### src/rtl/clint_dbus_slave.sv
// Core-local interruptor on the data bus: mtime/mtimecmp/msip registers behind
// a two-state request/acknowledge responder, with a prescaled mtime counter.
module clint_dbus_slave #(
   parameter int unsigned PRESCALE = 10
) (
   input  logic        clk,
   input  logic        rst,
   input  logic        dbus_req_i,
   input  logic        dbus_w_en_i,
   input  logic [15:0] dbus_addr_i,
   input  logic [31:0] dbus_wdata_i,
   input  logic [3:0]  dbus_sel_byte_i,
   output logic        dbus_ack_o,
   output logic [31:0] dbus_rdata_o,
   output logic        timer_irq_o,
   output logic        soft_irq_o,
   output logic [63:0] mtime_o
);

   localparam int unsigned PCNT_W = 10;
   localparam logic [PCNT_W-1:0] PCNT_LAST = PCNT_W'(PRESCALE - 1);

   localparam logic [13:0] W_MSIP    = 14'h0000;
   localparam logic [13:0] W_CMP_LO  = 14'h1000;
   localparam logic [13:0] W_CMP_HI  = 14'h1001;
   localparam logic [13:0] W_TIME_LO = 14'h2FFE;
   localparam logic [13:0] W_TIME_HI = 14'h2FFF;

   typedef enum logic {S_IDLE, S_ACK} state_t;

   state_t            state_q, state_d;
   logic              ack_q, ack_d;
   logic [31:0]       rdata_q, rdata_d;
   logic [PCNT_W-1:0] pcnt_q, pcnt_d;
   logic [63:0]       mtime_q, mtime_d;
   logic [63:0]       mtimecmp_q, mtimecmp_d;
   logic              msip_q, msip_d;
   logic              timer_irq_q, timer_irq_d;

   logic [13:0] word;
   logic        accept;
   logic        wr;
   logic        pcnt_wrap;
   logic [31:0] rd_mux;
   logic        unused_addr_bits;

   assign unused_addr_bits = ^dbus_addr_i[1:0];

   function automatic logic [31:0] byte_merge(input logic [31:0] old_v,
                                              input logic [31:0] new_v,
                                              input logic [3:0]  be);
      logic [31:0] res;
      for (int b = 0; b < 4; b++) begin
         res[b*8 +: 8] = be[b] ? new_v[b*8 +: 8] : old_v[b*8 +: 8];
      end
      return res;
   endfunction

   always_comb begin
      word      = dbus_addr_i[15:2];
      accept    = (state_q == S_IDLE) && dbus_req_i;
      wr        = accept && dbus_w_en_i;
      pcnt_wrap = (pcnt_q == PCNT_LAST);

      pcnt_d     = pcnt_wrap ? '0 : pcnt_q + 1'b1;
      mtime_d    = mtime_q + {63'b0, pcnt_wrap};
      mtimecmp_d = mtimecmp_q;
      msip_d     = msip_q;

      // Read data is taken from pre-edge register values.
      case (word)
         W_MSIP:    rd_mux = {31'b0, msip_q};
         W_CMP_LO:  rd_mux = mtimecmp_q[31:0];
         W_CMP_HI:  rd_mux = mtimecmp_q[63:32];
         W_TIME_LO: rd_mux = mtime_q[31:0];
         W_TIME_HI: rd_mux = mtime_q[63:32];
         default:   rd_mux = 32'b0;
      endcase

      // A bus write to mtime overrides the increment; untouched bytes keep
      // their pre-edge value rather than a partially incremented one.
      if (wr) begin
         case (word)
            W_MSIP:    if (dbus_sel_byte_i[0]) msip_d = dbus_wdata_i[0];
            W_CMP_LO:  mtimecmp_d[31:0]  = byte_merge(mtimecmp_q[31:0], dbus_wdata_i, dbus_sel_byte_i);
            W_CMP_HI:  mtimecmp_d[63:32] = byte_merge(mtimecmp_q[63:32], dbus_wdata_i, dbus_sel_byte_i);
            W_TIME_LO: mtime_d = {mtime_q[63:32], byte_merge(mtime_q[31:0], dbus_wdata_i, dbus_sel_byte_i)};
            W_TIME_HI: mtime_d = {byte_merge(mtime_q[63:32], dbus_wdata_i, dbus_sel_byte_i), mtime_q[31:0]};
            default:   ;
         endcase
      end

      state_d = state_q;
      ack_d   = 1'b0;
      rdata_d = 32'b0;
      case (state_q)
         S_IDLE: begin
            if (accept) begin
               state_d = S_ACK;
               ack_d   = 1'b1;
               if (!dbus_w_en_i) rdata_d = rd_mux;
            end
         end
         S_ACK:   state_d = S_IDLE;
         default: state_d = S_IDLE;
      endcase

      timer_irq_d = (mtime_q >= mtimecmp_q);
   end

   always_ff @(posedge clk or posedge rst) begin
      if (rst) begin
         state_q     <= S_IDLE;
         ack_q       <= 1'b0;
         rdata_q     <= 32'b0;
         pcnt_q      <= '0;
         mtime_q     <= 64'b0;
         mtimecmp_q  <= {64{1'b1}};
         msip_q      <= 1'b0;
         timer_irq_q <= 1'b0;
      end else begin
         state_q     <= state_d;
         ack_q       <= ack_d;
         rdata_q     <= rdata_d;
         pcnt_q      <= pcnt_d;
         mtime_q     <= mtime_d;
         mtimecmp_q  <= mtimecmp_d;
         msip_q      <= msip_d;
         timer_irq_q <= timer_irq_d;
      end
   end

   assign dbus_ack_o   = ack_q;
   assign dbus_rdata_o = rdata_q;
   assign timer_irq_o  = timer_irq_q;
   assign soft_irq_o   = msip_q;
   assign mtime_o      = mtime_q;

endmodule

### config.mk
export PLATFORM = sky130hd
export DESIGN_NAME = clint_dbus_slave
export DESIGN_NICKNAME = d
export VERILOG_FILES = /design/src/rtl/clint_dbus_slave.sv
export SDC_FILE = /design/constraint.sdc
export NUM_CORES = 1
export LEC_CHECK = 0
export ABC_AREA = 1
export CAP_MARGIN = 20
export CORE_MARGIN = 3
export CORE_UTILIZATION = 40
export DETAILED_ROUTE_END_ITERATION = 7
export DONT_BUFFER_PORTS = 1
export PLACE_DENSITY = 0.57
export SLEW_MARGIN = 20
export SYNTH_ARGS = -nofsm -noshare
export SYNTH_HDL_FRONTEND = slang
export SYNTH_SLANG_ARGS = --single-unit
### constraint.sdc
create_clock -name clk -period 6.1 [get_ports clk]
set_input_delay 1.22 -clock clk [delete_from_list [all_inputs] [get_ports clk]]
set_output_delay 1.22 -clock clk [all_outputs]
set_load 0.01 [all_outputs]
==> After elaboration in Yosys (flattened, before gate mapping) <==
Index checks and enable logic that the tools add are counted.
{ "totals": {"output_inout_bits": 99, "elab_cells": 75, "register_bits": 174} }
{ "classes": {"add_sub_neg": 2, "n_bitwise": 1, "order_cmp": 1, "n_reduce_logical": 20, "eq_ne": 15, "n_mux": 14} }
{ "ops": {"columns": ["cell", "n"], "rows": [
  ["$pmux 32 s5", 1],
  ["$pmux 64 s2", 1],
  ["$mux 32", 3],
  ["$add 64x1->64", 1],
  ["$ge 64x64->1", 1],
  ["$mux 64", 1],
  ["$mux 8", 4],
  ["$eq 14x13->1 const B", 2],
  ["$eq 14x14->1 const B", 2],
  ["$reduce_and 3->1", 9],
  ["$ne 3x3->1 const B", 8],
  ["$reduce_and 2->1", 8],
  ["$logic_not 14->1", 1],
  ["$add 10x1->10 const B", 1],
  ["$eq 10x4->1 const B", 1],
  ["$mux 10", 1],
  ["$ne 2x2->1 const B", 2],
  ["$logic_and 1x1->1", 2],
  ["$mux 1", 2],
  ["$pmux 1 s2", 1],
  ["$not 1->1", 1]
]} }

==> Logic depth before layout (Yosys ltp) <==
{ "depth": {"depth_word": 5, "mapped_depth": 16} }

==> Least setup slack after synthesis <==
OpenSTA, ideal clock, no wires.
{ "synth_timing": {"kind": "reg2reg", "start": "register pcnt_q[1]", "end": "register mtime_q[32] (netlist: mtime_o[32])", "setup_ns": 0.077, "path_slack_ns": 3.351, "required_ns": 6.023, "arrival_ns": 2.672, "stages_incl_launch_ff": 15, "path_cell_list": "dfrtp_1 > inv_1 > ha_1 > nand2_1 > nor4_1 > ha_1 > ha_1 > nand2_1 > nor2_4 > nand2_1 > nor2_1 > nand2_1 > xnor2_1 > nand2_1 > a21oi_1"} }
{ "synth_between": {"elab_chain_cells": 4} }
{ "synth_lines": {"columns": ["element", "line_no", "text"], "rows": [
  ["from (decl)", "34", "logic [PCNT_W-1:0] pcnt_q, pcnt_d;"],
  ["from (signal assigned)", "125", "pcnt_q <= pcnt_d;"],
  ["$eq 10x4->1 *", "63", "pcnt_wrap = (pcnt_q == PCNT_LAST);"],
  ["$add 64x1->64 *", "66", "mtime_d = mtime_q + {63'b0, pcnt_wrap};"],
  ["$pmux 64 s2", "83", "case (word)"],
  ["$mux 64 *", "82", "if (wr) begin"],
  ["to (signal assigned)", "126", "mtime_q <= mtime_d;"],
  ["to (decl)", "35", "logic [63:0] mtime_q, mtime_d;"]
]} }
Mark *: on every way between the ends. The rest lies on a longest branch, timed or not.
A chain may end at the register's enable or synchronous reset.

==> Final worst setup path <==
{ "layout_timing": {"start": "register pcnt_q[1]", "end": "register mtime_q[42] (netlist: mtime_o[42])"} }
Same word-level chain as after synthesis.

==> results.cfg <==
[floorplan]
die_x_um = 179
start_util_pct = 41.3
ios = 155
rows = 62
fp.dieH_um = 179
core_region_area_um2 = 29200
die-area_um2 = 32200

[hold_path]
min_path_type = flop to flop

[clock_tree]
clkTransAtPathRegs_ns = 0.08
cts_hold_buf = 0
cts-root-buf = clkbuf_16
clk_latency_ns = 0.47
cts-htree-levels = 4
postCtsSetupRepairBufs = 0
cts.sinks = 173
cts_buffers = 17
cts_resized = 0
cts_buffer_depth = 2
cts_tree = done

[global_route]
grt_pass1_vias = 11706
grt_use_met1_pct = 39.5
grt_busiest_layer = met2
grt_max_degree = 91
track_usage_pct = 29.0
met2_usage_pct = 44.8
grt_pass1_wl_um = 71800
antenna_found_initial = 0
met3_usage_pct = 8.41
grt_remaining_overflow = 0

[placement]
placed_area_um2 = 12400
dp_cells = 2172
gp_congestion = 0.969
dp_hpwl_um = 35900
numPortBuffers = 0

[setup_path]
crit_required_ns = 6.51
critPathCaptureType = flop
cp_max_fo = 7
cp-start-kind = flop
cp.arrival_ns = 3.93
crit_type = flop to flop

[logic_synthesis]
syn_nets = 1943
yosysTopAreaCellShare_pct = 22.7
synth_area_per_cell_um2 = 6.62
netlist_area_um2 = 12000
syn_inst = 1818
ys_async_sr_fraction_pct = 100
yosys_warnings = 0
synth-seq-area-share_pct = 36.6
synth-seq-cells = 173
synth-main-ff-cell = dfrtp_1
ys_types = 39
synth_area_leader_cell = dfrtp_1
synthTopCellsByArea = dfrtp_1, nand2_1, dfstp_2
synth_edf_count = 0

[detailed_routing]
antenna_left = 0
drc = 0
vias_per_cell = 5.49
finalWirelength_um = 47200
num_vias = 12096
routedWlPerCell_um = 21.4
first_iter_violations = 1112
first_pass_iters = 5

[pwr]
power_mw = 2.44
powerDensity_nw_per_um2 = 187
ir_worst_vdd_mv = 0.202
power_leakage_nw = 5.41

[final_layout]
multi_input_area_um2 = 6630
fin_cells = 2204
seq_area_um2 = 4410
fin_area_um2 = 13100
final_common_cell = nand2_1
final_cell_mix = nand2_1, nor2_1, inv_1
num-nets-final = 1932
diodes = 0
fill_cells = 3128
syn2layout_area_growth_pct = 8.58
drive_gt1_share_pct = 7.36

[sta]
grt_setup_unrepaired = false
finalSetupViolations = 0
max_freq_mhz = 284
period_share_pct = 57.8
holdWs_ns = 0.490
finClkSkew_ns = 0.0155
worst_pin_slew_ns = 0.914
slew_headroom_pct = 38.9
period_needed_ns = 3.52
totalNegativeSetupSlack_ns = 0
slew_viol_final = 0
hold_viol = 0

[run_status]
status = finished, final reports clean

[job]
maxCapViolations = 0
## logic make-up after synthesis
logic type / synth area share (%)
xor gates and xnor gates: 1.46
buffers and inverters: 8.39
and+or+nand+nor: 33.7
adders and majority gates: 7.17
DFF: 36.6
AOI/OAI and AO/OA: 12.7
## sequential cells by signal, summed over array words and instances, names as in the netlist
register and count:
timer_irq_o 1, mtimecmp_q 64, pcnt_q 10, mtime_o 64, soft_irq_o 1, dbus_rdata_o 32, dbus_ack_o 1
## report_power, final
part	internal (mW)	leakage, nW	switching, mW	total, mW
Combinational	0.0102	2.99	0.0549	0.0651
Sequential	1.15	2.12	0.00331	1.15
Clock	0.693	0.302	0.531	1.22
Total	1.85	5.41	0.589	2.44
## cell usage after synthesis, types with 15 or more instances
cell	count
a21oi_1	69
xor2_1	15
o21ai_1	15
nand2_1	526
nor2_1	377
buf_2	18
nand4_1	18
nor3_1	24
inv_1	213
dfstp_2	64
ha_1	69
o22ai_1	48
nand3_1	46
o21ai_0	138
clkbuf_1	18
dfrtp_1	109
## cell type report
class                   count  area share [%]
clock inverters            14            1.57
multi-input cells        1384            50.7
flip-flops and latches    173            33.7
inverters                 222            6.42
clock buffers              18            3.28
well taps                 384            3.68
repair buffers              9           0.613
## metal layers
metal  vias to the layer above  wire length (um)
met4                         0              1310
met5                         -                 0
li1                       5754                 -
met3                        76              4560
met2                       511             20800
met1                      5755             20500
## final timing paths
| kind | depth (start not counted) | slack (ns) | end | startpoint |
|---|---|---|---|---|
| worst max-delay path | 15 | 2.58 | mtime_o[42] | pcnt_q[1] |
| worst min-delay path | 2 | 0.49 | mtimecmp_q[6] | mtimecmp_q[6] |
| worst max register to register | 15 | 2.58 | mtime_o[42] | pcnt_q[1] |
| worst min register to register | 2 | 0.49 | mtimecmp_q[6] | mtimecmp_q[6] |
| max in group asynchronous | 2 | 4.32 | mtimecmp_q[37] | rst |
| min in group asynchronous | 1 | 0.78 | mtime_o[51] | rst |
## through the flow
stage,setup slack (ns),util [%]
final,2.58,44.8
after global placement,2.32,42.6
after CTS,2.74,44.8
after global routing,2.39,44.8
after floorplan,0.297,-
after detailed placement,2.28,42.6
## worst max-delay path, cell delays in order, from the launching register on
cell and delay [ns]:
dfrtp_1 0.40, inv_1 0.06, ha_1 0.13, nand2_1 0.06
nor4_1 0.23, buf_4 0.20, ha_1 0.27, ha_1 0.30
nand2_1 0.14, nor2_4 0.27, nand3_1 0.20, nor3_1 0.56
nand2_1 0.23, o21ai_0 0.23, nand2_1 0.07, nand2_1 0.08
Note: power is estimated with default switching activity, not from simulation.
